File: src/rtl/i2c_slave.sv
// I2C slave with 7-bit address match, byte write and byte read.
// The bus inputs are resynchronised to sys_clk. All protocol decisions use
// edges of the resynchronised levels.
// Optional build macro I2C_SLAVE_GLITCH_FILTER_EN: when it is defined, a
// 3-sample majority-free glitch filter follows the synchronizers. A filtered
// level changes only after 3 consecutive equal samples.
module i2c_slave #(
  parameter logic [6:0] SLAVE_ADDR = 7'h55
) (
  input  logic       sys_clk,
  input  logic       rst,
  input  logic       scl_in,
  input  logic       sda_in,
  output logic       sda_oe,
  output logic [7:0] rx_data,
  output logic       rx_valid,
  input  logic [7:0] tx_data,
  output logic       tx_load,
  output logic       busy
);

  typedef enum logic [2:0] {
    IDLE      = 3'd0,
    ADDR      = 3'd1,
    ADDR_ACK  = 3'd2,
    WR_DATA   = 3'd3,
    WR_ACK    = 3'd4,
    RD_DATA   = 3'd5,
    RD_ACK    = 3'd6,
    WAIT_STOP = 3'd7
  } state_t;

  logic [1:0] scl_sync_r;
  logic [1:0] sda_sync_r;
  logic       scl_s;
  logic       sda_s;
  logic       scl_prev_r;
  logic       sda_prev_r;
  logic       scl_rise_s;
  logic       scl_fall_s;
  logic       start_s;
  logic       stop_s;

  state_t     state_r;
  logic [2:0] bit_cnt_r;
  logic [7:0] shift_r;
  logic       rw_r;
  logic       rd_wait_fall_r;

  // Two-flop synchronizers for the asynchronous bus levels, idle-high preset
  always_ff @(posedge sys_clk) begin
    if (rst) begin
      scl_sync_r <= 2'b11;
      sda_sync_r <= 2'b11;
    end else begin
      scl_sync_r <= {scl_sync_r[0], scl_in};
      sda_sync_r <= {sda_sync_r[0], sda_in};
    end
  end

`ifdef I2C_SLAVE_GLITCH_FILTER_EN
  logic [1:0] scl_hist_r;
  logic [1:0] sda_hist_r;
  logic       scl_flt_r;
  logic       sda_flt_r;

  // Filtered level follows only after three consecutive equal samples
  always_ff @(posedge sys_clk) begin
    if (rst) begin
      scl_hist_r <= 2'b11;
      sda_hist_r <= 2'b11;
      scl_flt_r  <= 1'b1;
      sda_flt_r  <= 1'b1;
    end else begin
      scl_hist_r <= {scl_hist_r[0], scl_sync_r[1]};
      sda_hist_r <= {sda_hist_r[0], sda_sync_r[1]};
      if (&{scl_hist_r, scl_sync_r[1]}) begin
        scl_flt_r <= 1'b1;
      end else if (~|{scl_hist_r, scl_sync_r[1]}) begin
        scl_flt_r <= 1'b0;
      end else begin
        scl_flt_r <= scl_flt_r;
      end
      if (&{sda_hist_r, sda_sync_r[1]}) begin
        sda_flt_r <= 1'b1;
      end else if (~|{sda_hist_r, sda_sync_r[1]}) begin
        sda_flt_r <= 1'b0;
      end else begin
        sda_flt_r <= sda_flt_r;
      end
    end
  end

  assign scl_s = scl_flt_r;
  assign sda_s = sda_flt_r;
`else
  assign scl_s = scl_sync_r[1];
  assign sda_s = sda_sync_r[1];
`endif

  // Previous conditioned levels for edge and START/STOP detection
  always_ff @(posedge sys_clk) begin
    if (rst) begin
      scl_prev_r <= 1'b1;
      sda_prev_r <= 1'b1;
    end else begin
      scl_prev_r <= scl_s;
      sda_prev_r <= sda_s;
    end
  end

  assign scl_rise_s = scl_s & ~scl_prev_r;
  assign scl_fall_s = ~scl_s & scl_prev_r;
  // SCL must be high on both samples so SDA moves during SCL low never count
  assign start_s    = scl_s & scl_prev_r & sda_prev_r & ~sda_s;
  assign stop_s     = scl_s & scl_prev_r & ~sda_prev_r & sda_s;

  // Protocol FSM; sda_oe doubles as the phase flag of the ACK clock
  always_ff @(posedge sys_clk) begin
    if (rst) begin
      state_r        <= IDLE;
      bit_cnt_r      <= 3'd0;
      shift_r        <= 8'h00;
      rw_r           <= 1'b0;
      rd_wait_fall_r <= 1'b0;
      sda_oe         <= 1'b0;
      rx_data        <= 8'h00;
      rx_valid       <= 1'b0;
      tx_load        <= 1'b0;
      busy           <= 1'b0;
    end else begin
      rx_valid <= 1'b0;
      tx_load  <= 1'b0;
      if (start_s) begin
        state_r   <= ADDR;
        bit_cnt_r <= 3'd7;
        sda_oe    <= 1'b0;
        busy      <= 1'b0;
      end else if (stop_s) begin
        state_r <= IDLE;
        sda_oe  <= 1'b0;
        busy    <= 1'b0;
      end else begin
        case (state_r)
          IDLE, WAIT_STOP: begin
            sda_oe <= 1'b0;
          end
          ADDR: begin
            if (scl_rise_s) begin
              shift_r <= {shift_r[6:0], sda_s};
              if (bit_cnt_r == 3'd0) begin
                if (shift_r[6:0] == SLAVE_ADDR) begin
                  state_r <= ADDR_ACK;
                  busy    <= 1'b1;
                  rw_r    <= sda_s;
                end else begin
                  state_r <= WAIT_STOP;
                end
              end else begin
                bit_cnt_r <= bit_cnt_r - 3'd1;
              end
            end
          end
          ADDR_ACK: begin
            if (scl_fall_s) begin
              if (!sda_oe) begin
                sda_oe <= 1'b1;
              end else begin
                sda_oe    <= 1'b0;
                bit_cnt_r <= 3'd7;
                if (rw_r) begin
                  tx_load        <= 1'b1;
                  rd_wait_fall_r <= 1'b0;
                  state_r        <= RD_DATA;
                end else begin
                  state_r <= WR_DATA;
                end
              end
            end
          end
          WR_DATA: begin
            if (scl_rise_s) begin
              shift_r <= {shift_r[6:0], sda_s};
              if (bit_cnt_r == 3'd0) begin
                rx_data  <= {shift_r[6:0], sda_s};
                rx_valid <= 1'b1;
                state_r  <= WR_ACK;
              end else begin
                bit_cnt_r <= bit_cnt_r - 3'd1;
              end
            end
          end
          WR_ACK: begin
            if (scl_fall_s) begin
              if (!sda_oe) begin
                sda_oe <= 1'b1;
              end else begin
                sda_oe    <= 1'b0;
                bit_cnt_r <= 3'd7;
                state_r   <= WR_DATA;
              end
            end
          end
          RD_DATA: begin
            // After an ACK clock the load happens with SCL high, so the MSB
            // waits for the next falling edge; after the address it goes out at once
            if (tx_load) begin
              shift_r <= tx_data;
              if (!rd_wait_fall_r) begin
                sda_oe <= ~tx_data[7];
              end
            end else if (scl_fall_s) begin
              if (rd_wait_fall_r) begin
                sda_oe         <= ~shift_r[7];
                rd_wait_fall_r <= 1'b0;
              end else if (bit_cnt_r == 3'd0) begin
                sda_oe  <= 1'b0;
                state_r <= RD_ACK;
              end else begin
                shift_r   <= {shift_r[6:0], 1'b0};
                sda_oe    <= ~shift_r[6];
                bit_cnt_r <= bit_cnt_r - 3'd1;
              end
            end
          end
          RD_ACK: begin
            if (scl_rise_s) begin
              if (!sda_s) begin
                tx_load        <= 1'b1;
                rd_wait_fall_r <= 1'b1;
                bit_cnt_r      <= 3'd7;
                state_r        <= RD_DATA;
              end else begin
                state_r <= WAIT_STOP;
              end
            end
          end
          default: begin
            state_r <= IDLE;
            sda_oe  <= 1'b0;
          end
        endcase
      end
    end
  end

endmodule

File: config.mk
export PLATFORM = sky130hd
export DESIGN_NAME = i2c_slave
export DESIGN_NICKNAME = d
export VERILOG_FILES = /design/src/rtl/i2c_slave.sv
export SDC_FILE = /design/constraint.sdc
export NUM_CORES = 1
export LEC_CHECK = 0
export BUFFER_PORTS_ARGS = -buffer_cell sky130_fd_sc_hd__buf_2
export CAP_MARGIN = 25
export CORE_MARGIN = 3
export CORE_UTILIZATION = 49
export DETAILED_ROUTE_END_ITERATION = 7
export PLACE_DENSITY = 0.76
export SLEW_MARGIN = 20
export SYNTH_ARGS = -nofsm -noshare
export SYNTH_HDL_FRONTEND = slang
export SYNTH_SLANG_ARGS = --single-unit
export TNS_END_PERCENT = 1
File: constraint.sdc
create_clock -name sys_clk -period 1.79 [get_ports sys_clk]
set_input_delay 0.2685 -clock sys_clk [delete_from_list [all_inputs] [get_ports sys_clk]]
set_output_delay 0.2685 -clock sys_clk [all_outputs]
set_load 0.05 [all_outputs]
### Word-level counts from Yosys, hierarchy flattened

Cells that the tools add are included.

| storage, ports and cells | value |
|---|---|
| input bits | 12 |
| bits in registers | 34 |
| word-level logic and storage cells | 167 |

| cells by class | value |
|---|---|
| eq/ne operators | 51 |
| bitwise gates (word level) | 18 |
| add/subtract/negate cells | 1 |
| muxes and demuxes | 60 |
| reduce and logical (&&, ||, !) cells | 22 |

Operators with widths:

| cell | number |
|---|---|
| 2-to-1 mux 3 bit | 26 |
| inequality test 4 bit, second input constant | 13 |
| 2-to-1 mux 8 bit | 5 |
| inequality test 2 bit, second input constant | 16 |
| AND reduction 14 bit | 2 |
| inequality test 3 bit, second input constant | 9 |
| 2-to-1 mux 1 bit | 22 |
| AND reduction 10 bit | 2 |
| one-hot mux 3 bit (6 select lines) | 1 |
| one-hot mux 8 bit (2 select lines) | 1 |
| == test 3 bit, second input constant | 4 |
| one-hot mux 3 bit (4 select lines) | 1 |
| NOT 1 bit | 11 |
| inequality test 3 x 1 -> 1 bit, second input constant | 3 |
| AND reduction 4 bit | 2 |
| nonzero test 8 bit | 1 |
| AND 1 bit | 7 |
| == test 7 bit, second input constant | 1 |
| AND reduction 7 bit | 1 |
| == test 3 x 2 -> 1 bit, second input constant | 2 |
| zero test 3 bit | 2 |
| one-hot mux 1 bit (3 select lines) | 2 |
| AND reduction 6 bit | 1 |
| nonzero test 3 bit | 2 |
| 12 further kinds | 15 |

### Depth between registers and ports, before layout

| logic depth | value |
|---|---|
| depth in word-level cells | 8 |
| mapped depth | 8 |

### Least setup slack after synthesis

Ideal clock, no wire load.

| path | value |
|---|---|
| path kind | flip-flop to flip-flop |
| from | register sda_oe |
| to | register bit_cnt_r[2] |
| path slack | 0.036 ns |
| data required time | 1.668 ns |
| stages on the path, launching flop included | 6 |
| arrival | 1.633 ns |
| buffers on the path | 0 |
| cell sequence | dfxtp_1 > nand3b_1 > a21o_1 > nor2_2 > nand2_1 > o311a_1 |

| between the ends | value |
|---|---|
| cells in the longest elaborated chain, start to end | 2 |

Ends and longest elaborated chain:

| item | RTL line | RTL |
|---|---|---|
| from (decl) | 14 | `output logic sda_oe,` |
| from (signal assigned) | 210 | `sda_oe <= ~tx_data[7];` |
| from (signal assigned) | 214 | `sda_oe <= ~shift_r[7];` |
| from (signal assigned) | 221 | `sda_oe <= ~shift_r[6];` |
| inequality test 3 x 1 -> 1 bit (no source line) | - |  |
| AND reduction 10 bit (no source line) | - |  |
| to (signal assigned) | 160 | `bit_cnt_r <= bit_cnt_r - 3'd1;` |
| to (signal assigned) | 189 | `bit_cnt_r <= bit_cnt_r - 3'd1;` |
| to (signal assigned) | 222 | `bit_cnt_r <= bit_cnt_r - 3'd1;` |
| to (decl) | 45 | `logic [2:0] bit_cnt_r;` |

Every way passes these cells.
A chain may end at the register's enable or synchronous reset.

### Worst setup path in the final report

| path | value |
|---|---|
| from | register bit_cnt_r[0] |
| to | register rw_r |

| between the ends | value |
|---|---|
| cells in the longest elaborated chain, start to end | 2 |

Ends and longest elaborated chain:

| item | RTL line | RTL |
|---|---|---|
| zero test 3 bit | 151 | `if (bit_cnt_r == 3'd0) begin` |
| AND reduction 6 bit (no source line) | - |  |
| to (signal assigned) | 155 | `rw_r <= sda_s;` |
| to (decl) | 47 | `logic rw_r;` |

Every way passes these cells.

==> PnR_summary.wiki <==
{| class="wikitable"
! Metric !! Value
|-
| Status || finished clean
|-
| Die height || 67.5 µm
|-
| Router iterations before antenna repair || 4
|-
| Commonest cells after routing, fill and taps aside || dfxtp_1, buf_2, buf_4
|-
| Antenna-violating nets left || 0
|-
| Highest achievable clock rate || 589 MHz
|-
| DRC violation total after the first TritonRoute iteration || 111
|-
| Mapped Cells || 204
|-
| Vias per cell || 5.70
|-
| Startpoint of the lowest-slack hold path || sda_in
|-
| Worst path required time || 1960 ps
|-
| Count of clock tree sinks || 34
|-
| Reg-to-reg endpoint || rw_r$_SDFFE_PP0P_
|-
| Category of the most critical setup path || flop to flop
|-
| Post-synth design cell area || 1850 µm²
|-
| Ys async rst share || 0%
|-
| Area share of the leading cell type in the synthesized netlist || 36.8%
|-
| Setup slack of the critical path after layout || 92.0 ps
|-
| Share of the clock period used by the worst path after layout || 94.9%
|-
| Max-slew violation count || 0
|-
| First-pass GRT wire length || 7220 µm
|-
| Synthesized net count || 218
|-
| CTS tree || done
|-
| All-Layer GR Usage || 21.5%
|-
| Final min period || 1700 ps
|-
| Setup Buffers After CTS || 0
|-
| # placed instances || 284
|-
| Number of different library cells in the post-synthesis netlist || 59
|-
| Relative slew slack || 68.8%
|-
| Final number of setup-violating endpoints || 0
|-
| Synth warnings || 0
|-
| Number of cells in the finished layout apart from fillers || 291
|-
| Number of buffers inserted during clock tree synthesis || 5
|-
| Die boundary width || 67.5 µm
|-
| Post-synthesis sequential area ratio || 36.8%
|-
| Synth top area cells || dfxtp_1, mux2i_1, a21oi_1, a311oi_1, nor2_1
|-
| Synth Flop Type || dfxtp_1
|-
| Setup crit end kind || flop
|-
| Library cell occupying the most area in the post-synthesis netlist || dfxtp_1
|-
| Routed vias || 1658
|-
| GP Congestion || 0.889
|-
| Clock tree skew after final layout || 12.1 ps
|-
| Maximum Capacitance Violations || 0
|-
| Layout area overhead || 22.9%
|-
| Number of synthesized flops with an enable pin || 0
|-
| Number of buffer cells added on primary ports || 23
|-
| Core box area || 3490 µm²
|-
| Number of top-level pins || 24
|-
| Total number of nets in the final design || 259
|-
| Row cnt || 21
|-
| Effective utilization at floorplan || 53.0%
|-
| Total power divided by cell area || 673 nW/µm²
|-
| Total power || 1.53 mW
|-
| Type of origin of the critical path || flop
|-
| Most common cell after layout, fill and taps aside || dfxtp_1
|-
| Cell count of the worst reg-to-reg path || 7
|-
| Worst min-delay path endpoint || sda_sync_r[0]$_SDFF_PP1_
|-
| Detailed-route DRC error count || 0
|-
| Setup TNS after final layout || 0 ps
|-
| Instance count along the most critical hold path || 2
|-
| #FFs+latches synth || 34
|-
| Number of antenna violations at the first check in global routing || 0
|-
| Setup repair after global routing missed its margin || yes
|-
| Layout cell share with drive strength beyond 1 || 31.8%
|-
| Final routed wire length divided by cell count || 15.1 µm
|-
| Clock tree root buffer cell || clkbuf_8
|-
| Classification of the worst-slack hold path || input pin to flop
|-
| Antenna diodes || 0
|-
| Reg2Reg Launch Point || bit_cnt_r[0]$_SDFFE_PP0P_
|-
| CTS clk-pin slew, worst paths || 70 ps
|-
| Pin count of the biggest net entering global routing || 28
|-
| Worst voltage drop across the vdd grid || 0.431 mV
|-
| Hold slack || 156 ps
|-
| Via count of the first global-routing pass || 1444
|-
| Bufs on Longest Clock Path || 2
|-
| Standby leakage power || 1.00 nW
|-
| Reg2reg setup slack || 90 ps
|-
| DP Wirelength || 3140 µm
|-
| Critical Path AT || 1870 ps
|-
| Full die area || 4550 µm²
|-
| Count of filler cells inserted in the layout || 289
|-
| Crit Path Max Fanout || 3
|-
| Final wirelength || 4390 µm
|-
| Place WS || 59.2 ps
|-
| Remaining Overflow, GRT || 0
|-
| Number of levels the H-tree was split into || 2
|-
| Syn Area/Cell || 9.08 µm²
|-
| Transition time at the pin with the least slew margin || 467 ps
|-
| Insertion delay to the later sink of the worst-skew pair || 300 ps
|-
| Final hold violations || 0
|}
-- cell usage after synthesis (2+ instances only) --
library cell  instances
o21ai_2               2
dfxtp_1              34
nor3b_1               2
and2_1                3
and3_1                2
or2_2                 7
nand2_1               7
ha_1                  2
mux2i_1              16
nor2b_1               2
a21oi_1              16
o21ai_0               4
nor3_1                4
a31oi_1               2
buf_2                 8
a311oi_1              9
o311a_1               3
buf_4                 2
a21o_1                2
nand3b_1              2
nand4b_1              3
nand2b_1              9
o21ai_1               2
clkbuf_1              3
nand3_1               3
inv_1                 4
nor2_1               19
-- kinds of logic (layout without fill, tap and decap cells) --
kind of cell | after synthesis | count (layout) | share of synthesized area, %
buffers and inverters | 20 | 61 | 5.40
DFF | 34 | 34 | 36.8
xor gates and xnor gates | 2 | 2 | 0.946
muxes | 16 | 16 | 8.65
AOI/OAI and AO/OA | 56 | 56 | 22.4
and+or+nand+nor | 73 | 73 | 23.9
adders and majority gates | 3 | 3 | 1.89
-- metal layers --
layer	share of wire (%)	routed length [µm]	vias up	GRT usage, %
li1	-	-	827	-
met1	48	2100	764	30.6
met2	43	1900	53	30.3
met3	6.2	273	14	3.83
met4	2.6	114	0	11.6
met5	0	0	-	0
-- worst max-delay path: stages (launching register included) --
cell	delay (ps)
dfxtp_1	320
inv_1	80
ha_1	140
nand2b_1	90
or4b_1	490
nor3_2	210
mux2i_1	200
nor2_1	50
-- how the worst max path moves through the flow --
stage                         startpoint                        end
2_1_floorplan        sda_oe$_SDFFE_PP0P_  bit_cnt_r[2]$_SDFFE_PP0P_
3_3_place_gp   bit_cnt_r[0]$_SDFFE_PP0P_          rw_r$_SDFFE_PP0P_
3_5_place_dp     state_r[1]$_SDFFE_PP0P_    state_r[1]$_SDFFE_PP0P_
4_1_cts          state_r[1]$_SDFFE_PP0P_    state_r[1]$_SDFFE_PP0P_
5_1_grt        bit_cnt_r[0]$_SDFFE_PP0P_          rw_r$_SDFFE_PP0P_
6_report       bit_cnt_r[0]$_SDFFE_PP0P_          rw_r$_SDFFE_PP0P_
-- sequential cells by signal (all words and copies together), names as in the netlist --
signal / count
busy: 1
tx_load: 1
sda_sync_r: 2
scl_sync_r: 2
rd_wait_fall_r: 1
state_r: 3
rw_r: 1
rx_data: 8
scl_prev_r: 1
sda_prev_r: 1
sda_oe: 1
rx_valid: 1
bit_cnt_r: 3
shift_r: 8
-- where the power goes --
| part | leakage, nW | internal [mW] | switching (mW) |
|---|---|---|---|
| Clock | 0.0438 | 0.261 | 0.274 |
| Sequential | 0.276 | 0.773 | 0.0198 |
| Combinational | 0.680 | 0.0972 | 0.107 |
-- repair_timing --
item,in CTS,in global routing
resized for setup,0,4
hold buffers,0,0
setup endpoints to repair,0,8
-- area by class of cell --
| cell class | count | area (µm²) | area share, % |
|---|---|---|---|
| repair buffers | 49 | 360 | 15.8 |
| well taps | 46 | 57.6 | 2.53 |
| inverters | 5 | 18.8 | 0.825 |
| multi-input cells | 150 | 1080 | 47.3 |
| clock inverters | 2 | 10.0 | 0.440 |
| clock buffers | 5 | 68.8 | 3.02 |
| flip-flops and latches | 34 | 684 | 30.1 |
-- stage by stage --
step,utilization [%],instance area (µm²)
finish,65.1,2280
global route,65.1,2280
CTS,64.9,2270
detailed placement,62.6,2190
global placement,62.6,2190
floorplan,-,1850
Note: power is estimated with default switching activity, not from simulation.
